### src/rtl/irrigation_ctrl_pkg.sv
// Shared state encoding, request codes and fault codes for the irrigation controller.
package irrigation_pkg;

    typedef enum logic [2:0] {
        IDLE,
        SCAN,
        RUN,
        DONE,
        FAULT
    } state_e;

    localparam logic [1:0] OFF  = 2'b00;
    localparam logic [1:0] VA   = 2'b01;
    localparam logic [1:0] VB   = 2'b10;
    localparam logic [1:0] BOTH = 2'b11;

    localparam logic [1:0] ERR_NONE  = 2'b00;
    localparam logic [1:0] ERR_LEVEL = 2'b01;
    localparam logic [1:0] ERR_PRESS = 2'b10;
    localparam logic [1:0] ERR_BOTH  = 2'b11;

    function automatic logic [1:0] fault_cause(input logic lvl, input logic prs);
        unique case ({prs, lvl})
            2'b01:   return ERR_LEVEL;
            2'b10:   return ERR_PRESS;
            2'b11:   return ERR_BOTH;
            default: return ERR_NONE;
        endcase
    endfunction

endpackage

### src/rtl/irrigation_ctrl_rr_arbiter.sv
// Round-robin zone search: first requesting zone after 'last', wrapping modulo N.
module rr_arbiter #(
    parameter int unsigned N = 4
) (
    input  logic [N-1:0]         req,
    input  logic [$clog2(N)-1:0] last,
    output logic [$clog2(N)-1:0] grant,
    output logic                 valid
);
    localparam int unsigned W = $clog2(N);

    always_comb begin
        int unsigned idx;
        grant = '0;
        valid = 1'b0;
        idx   = 0;
        // off runs to N so that 'last' itself is the final candidate
        for (int unsigned off = 1; off <= N; off++) begin
            idx = (32'(last) + off) % N;
            if (!valid && req[idx[W-1:0]]) begin
                grant = idx[W-1:0];
                valid = 1'b1;
            end
        end
    end

endmodule

### src/rtl/irrigation_ctrl.sv
// Multi-zone irrigation sequencer: round-robin zone grant, timed valve run, fault latch.
module irrigation_ctrl
    import irrigation_pkg::*;
#(
    parameter int unsigned N_ZONES = 4,
    parameter int unsigned DUR_W   = 8
) (
    input  logic                       clk,
    input  logic                       reset,
    input  logic [2*N_ZONES-1:0]       zone_req,
    input  logic [DUR_W-1:0]           dur,
    input  logic                       level_ok,
    input  logic [1:0]                 press,
    input  logic                       err_clr,
    output logic [2*N_ZONES-1:0]       valve,
    output logic [$clog2(N_ZONES)-1:0] active_zone,
    output logic [N_ZONES-1:0]         zone_done,
    output logic                       busy,
    output logic                       err,
    output logic [1:0]                 err_code
);
    localparam int unsigned ZW = $clog2(N_ZONES);

    state_e               state_q, state_d;
    logic [1:0]           code_q, code_d;
    logic [ZW-1:0]        grant_q, grant_d;
    logic [ZW-1:0]        last_q, last_d;
    logic [DUR_W-1:0]     cnt_q, cnt_d;
    logic [1:0]           errc_q, errc_d;

    logic [2*N_ZONES-1:0] valve_q, valve_d;
    logic [N_ZONES-1:0]   done_q, done_d;
    logic [ZW-1:0]        active_q;
    logic                 busy_q, err_q;

    logic [N_ZONES-1:0]   req_any;
    logic [ZW-1:0]        arb_grant;
    logic                 arb_valid;
    logic [1:0]           arb_code, cur_code;
    logic                 fault_lvl, fault_prs;

    rr_arbiter #(.N(N_ZONES)) u_arb (
        .req   (req_any),
        .last  (last_q),
        .grant (arb_grant),
        .valid (arb_valid)
    );

    always_comb begin
        req_any  = '0;
        arb_code = OFF;
        cur_code = OFF;
        for (int unsigned i = 0; i < N_ZONES; i++) begin
            req_any[i] = |zone_req[2*i +: 2];
            if (arb_grant == ZW'(i)) arb_code = zone_req[2*i +: 2];
            if (grant_q == ZW'(i))   cur_code = zone_req[2*i +: 2];
        end
    end

    assign fault_lvl = (state_q == RUN) && !level_ok;
    assign fault_prs = (press != 2'b00);

    always_comb begin
        state_d = state_q;
        code_d  = code_q;
        grant_d = grant_q;
        last_d  = last_q;
        cnt_d   = cnt_q;
        errc_d  = errc_q;
        if (fault_lvl || fault_prs) begin
            state_d = FAULT;
            if (state_q != FAULT) errc_d = fault_cause(fault_lvl, fault_prs);
        end else begin
            unique case (state_q)
                IDLE: if (|req_any && level_ok) state_d = SCAN;
                SCAN: begin
                    if (!arb_valid) begin
                        state_d = IDLE;
                    end else begin
                        grant_d = arb_grant;
                        code_d  = arb_code;
                        cnt_d   = dur;
                        state_d = (dur == '0) ? DONE : RUN;
                    end
                end
                RUN: begin
                    cnt_d = cnt_q - 1'b1;
                    if (cur_code == OFF)            state_d = IDLE;
                    else if (cnt_q == DUR_W'(1))    state_d = DONE;
                end
                DONE: begin
                    last_d  = grant_q;
                    state_d = IDLE;
                end
                FAULT: begin
                    if (err_clr && level_ok) begin
                        state_d = IDLE;
                        errc_d  = ERR_NONE;
                    end
                end
                default: state_d = IDLE;
            endcase
        end

        // Outputs are decoded from the next state so their registers track state_q exactly
        valve_d = '0;
        done_d  = '0;
        for (int unsigned i = 0; i < N_ZONES; i++) begin
            if (grant_d == ZW'(i)) begin
                if (state_d == RUN)  valve_d[2*i +: 2] = code_d;
                if (state_d == DONE) done_d[i] = 1'b1;
            end
        end
    end

    always_ff @(posedge clk or posedge reset) begin
        if (reset) begin
            state_q  <= IDLE;
            code_q   <= OFF;
            grant_q  <= '0;
            last_q   <= ZW'(N_ZONES - 1);
            cnt_q    <= '0;
            errc_q   <= ERR_NONE;
            valve_q  <= '0;
            done_q   <= '0;
            active_q <= '0;
            busy_q   <= 1'b0;
            err_q    <= 1'b0;
        end else begin
            state_q  <= state_d;
            code_q   <= code_d;
            grant_q  <= grant_d;
            last_q   <= last_d;
            cnt_q    <= cnt_d;
            errc_q   <= errc_d;
            valve_q  <= valve_d;
            done_q   <= done_d;
            active_q <= (state_d == RUN || state_d == DONE) ? grant_d : '0;
            busy_q   <= (state_d == SCAN) || (state_d == RUN) || (state_d == DONE);
            err_q    <= (state_d == FAULT);
        end
    end

    assign valve       = valve_q;
    assign zone_done   = done_q;
    assign active_zone = active_q;
    assign busy        = busy_q;
    assign err         = err_q;
    assign err_code    = errc_q;

endmodule

### config.mk
export PLATFORM = sky130hd
export DESIGN_NAME = irrigation_ctrl
export DESIGN_NICKNAME = d
export VERILOG_FILES = /design/src/rtl/irrigation_ctrl_pkg.sv /design/src/rtl/irrigation_ctrl_rr_arbiter.sv /design/src/rtl/irrigation_ctrl.sv
export SDC_FILE = /design/constraint.sdc
export NUM_CORES = 1
export LEC_CHECK = 0
export CAP_MARGIN = 5
export CORE_ASPECT_RATIO = 1.75
export CORE_MARGIN = 3
export CORE_UTILIZATION = 50
export DETAILED_ROUTE_END_ITERATION = 7
export PLACE_DENSITY = 0.77
export SYNTH_ARGS = -nofsm -noshare
export SYNTH_HDL_FRONTEND = slang
export SYNTH_SLANG_ARGS = --single-unit
### constraint.sdc
create_clock -name clk -period 2.7 [get_ports clk]
set_clock_uncertainty 0.05 [all_clocks]
set_input_delay 0.405 -clock clk [delete_from_list [all_inputs] [get_ports clk]]
set_output_delay 0.405 -clock clk [all_outputs]
set_load 0.05 [all_outputs]
==> reports/metrics.cfg <==
[status]
outcome = complete, no violations

[floorplanning]
die_x_um = 52.2
core_mm2 = 0.00347
io_pins = 40
fp.dieH_um = 86.8
die_area_mm2 = 0.00453
initial_utilization_pct = 53.8
row_count = 28

[sta]
fin_setup_tns_ns = 0
hold_viol = 0
holdWs_ns = 0.477
slew_viol_final = 0
grt_setup_unrepaired = no
finalCritPeriodShare_pct = 85.9
worstMarginPinSlew_ns = 0.542
fmax_ghz = 0.431
slew_headroom_pct = 63.8
setup_viol = 0
finalCriticalPeriod_ns = 2.32

[clocking]
cts_sinks = 35
cts_root_buf = clkbuf_8
cts_setup_buffers = 0
clk_pin_slew_ns = 0.07
cts_buffers = 5
cts_buffer_depth = 2
cts_resized = 0
cts_max_level = 2
cts_tree = done
holdBufCountCts = 0
clk_latency_ns = 0.28

[routing]
first_pass_iters = 5
wl_um = 4480
drc = 0
vias_per_cell = 5.94
ant_nets = 0
wl_per_cell_um = 15.6
drtIter0Drc = 43
vias = 1711

[synthesis]
ys_types = 55
postSynthAreaPerCell_um2 = 9.57
synth_ff_type = dfrtp_1
synthDominantCellAreaShare_pct = 44.3
syn-instance-count = 195
ys_seq_area_share_pct = 47.1
synth_nets = 219
synth_edf_count = 0
ys_seq_elements = 35
synth_top_area_cell = dfrtp_1
yosys_warnings = 0
yosys-top-cells-area = dfrtp_1 44%, nor2_1 6.4%, o21ai_0 4.6%
syn-cell-area_mm2 = 0.00187
synth_async_sr_flop_share_pct = 100

[final_layout]
nets = 266
final_cell_mix = 39 x clkdlybuf4s50_1, 33 x dfrtp_1, 32 x nor2_1
layout-drive-gt1-share_pct = 12.8
design_area_mm2 = 0.00241
insertedDiodeCount = 0
final_common_cell = clkdlybuf4s50_1
area_growth_pct = 29.4

[critical_path]
worstPathArrival_ns = 2.46
r2r_setup_slack_ns = 0.49
cpPeakStageDelay_ns = 0.51
critPathSlowestCell = clkdlybuf4s50_1
cp-start-kind = input port
reg2regPathDepth = 7
crit_path_cell_trace = clkdlybuf4s50_1, nor4_4, a31oi_4, and3_1, a211oi_2, nand3_1, nor3_1
worstReg2RegStart = state_q[1]$_DFF_PP0_
cp_num_buf_inv = 1
critPathMaxFanout = 6
cp.required_ns = 2.84
path_class = in -> reg
endpoint_kind = flip-flop
path_depth = 7
cp_top_family = simple AND/OR/NAND/NOR gates
r2r-end = valve[7]$_DFF_PP0_

[grt]
antenna_found_initial = 0
grt_overflow = 0
grt_max_degree = 36
grt_pass1_wl_um = 7400
first_global_vias = 1660
grt.total_usage_pct = 22.1

[worst_hold_path]
hp-class = in -> async

[placement]
dp_hpwl_um = 3530
place.gp.congestion = 0.917
io_buffers = 39
postPlaceCellArea_mm2 = 0.00233

[run]
drv_cap = 0

[pwr]
total_power_mw = 1.06
p_leak_nw = 1.01
max-vdd-ir-drop_v = 0.000307
power.density_mw_per_mm2 = 438

metrics by stage:
stage | util (%) | worst slack [ns] | instances
2_1_floorplan | - | 0.821 | 195
3_3_place_gp | 67.2 | 0.229 | 280
3_5_place_dp | 67.2 | 0.0974 | 280
4_1_cts | 69.6 | 0.401 | 288
5_1_grt | 69.6 | 0.253 | 288
6_report | 69.6 | 0.380 | 288
registers in the layout, summed over array words and instances (netlist names):
signal,count
zone_done,4
active_zone,2
cnt_q,8
err_code,2
last_q,2
grant_q,2
state_q,3
err,1
busy,1
valve,8
code_q,2
synthesized netlist by cell type (2+ instances only):
cell,count
or2_2,3
o22ai_1,2
a31oi_1,4
a22oi_1,2
a211oi_1,2
inv_2,2
nor3_1,10
clkbuf_1,2
a21oi_1,9
nor4_1,2
dfrtp_1,33
nand3_1,3
and2_1,4
a32oi_1,2
inv_1,8
nor2b_1,3
dfstp_2,2
nand2_1,8
nor2_1,32
o21a_1,2
ha_1,2
o21ai_0,17
nand3b_1,2
o31ai_1,2
o22a_1,3
mux2_2,2
nor3b_1,2
nand2b_1,3
worst max path at each step:
stage / startpoint / endpoint / slack (ns)
6_report: zone_req[4] / valve[7]$_DFF_PP0_ / 0.38
5_1_grt: zone_req[7] / zone_done[1]$_DFF_PP0_ / 0.25
4_1_cts: zone_req[4] / valve[7]$_DFF_PP0_ / 0.40
3_5_place_dp: zone_req[6] / valve[7]$_DFF_PP0_ / 0.1
3_3_place_gp: zone_req[6] / busy$_DFF_PP0_ / 0.23
2_1_floorplan: state_q[1]$_DFF_PP0_ / valve[3]$_DFF_PP0_ / 0.82
layout make-up:
class | count | area (um2)
repair buffers | 43 | 420
inverters | 10 | 37.5
well taps | 45 | 56.3
fillers | 253 | 1050
multi-input cells | 147 | 937
clock buffers | 6 | 72.6
clock inverters | 2 | 12.5
flip-flops and latches | 35 | 878
logic make-up after synthesis:
logic type	synth area share (%)
AOI/OAI and AO/OA	20.9
adders and majority gates	1.34
buffers and inverters	2.68
DFF	47.1
muxes	4.16
and+or+nand+nor	23.9
per-layer routing:
| metal | GRT usage, % | routed length, um |
|---|---|---|
| met1 | 21.5 | 1640 |
| met2 | 43.1 | 2530 |
| met3 | 4.30 | 200 |
| met4 | 9.07 | 116 |
| met5 | 0 | 0 |
report_power, final:
part | internal [mW] | total [mW] | switching (mW) | leakage [nW]
Sequential | 0.537 | 0.549 | 0.0130 | 0.457
Combinational | 0.0651 | 0.147 | 0.0817 | 0.515
Clock | 0.180 | 0.361 | 0.181 | 0.0412
Total | 0.782 | 1.06 | 0.276 | 1.01
worst min-delay path: cells and delay by family:
family / cells / cell delay (ns)
buf+inv: 3 / 0.83
Note: power is estimated with default switching activity, not from simulation.
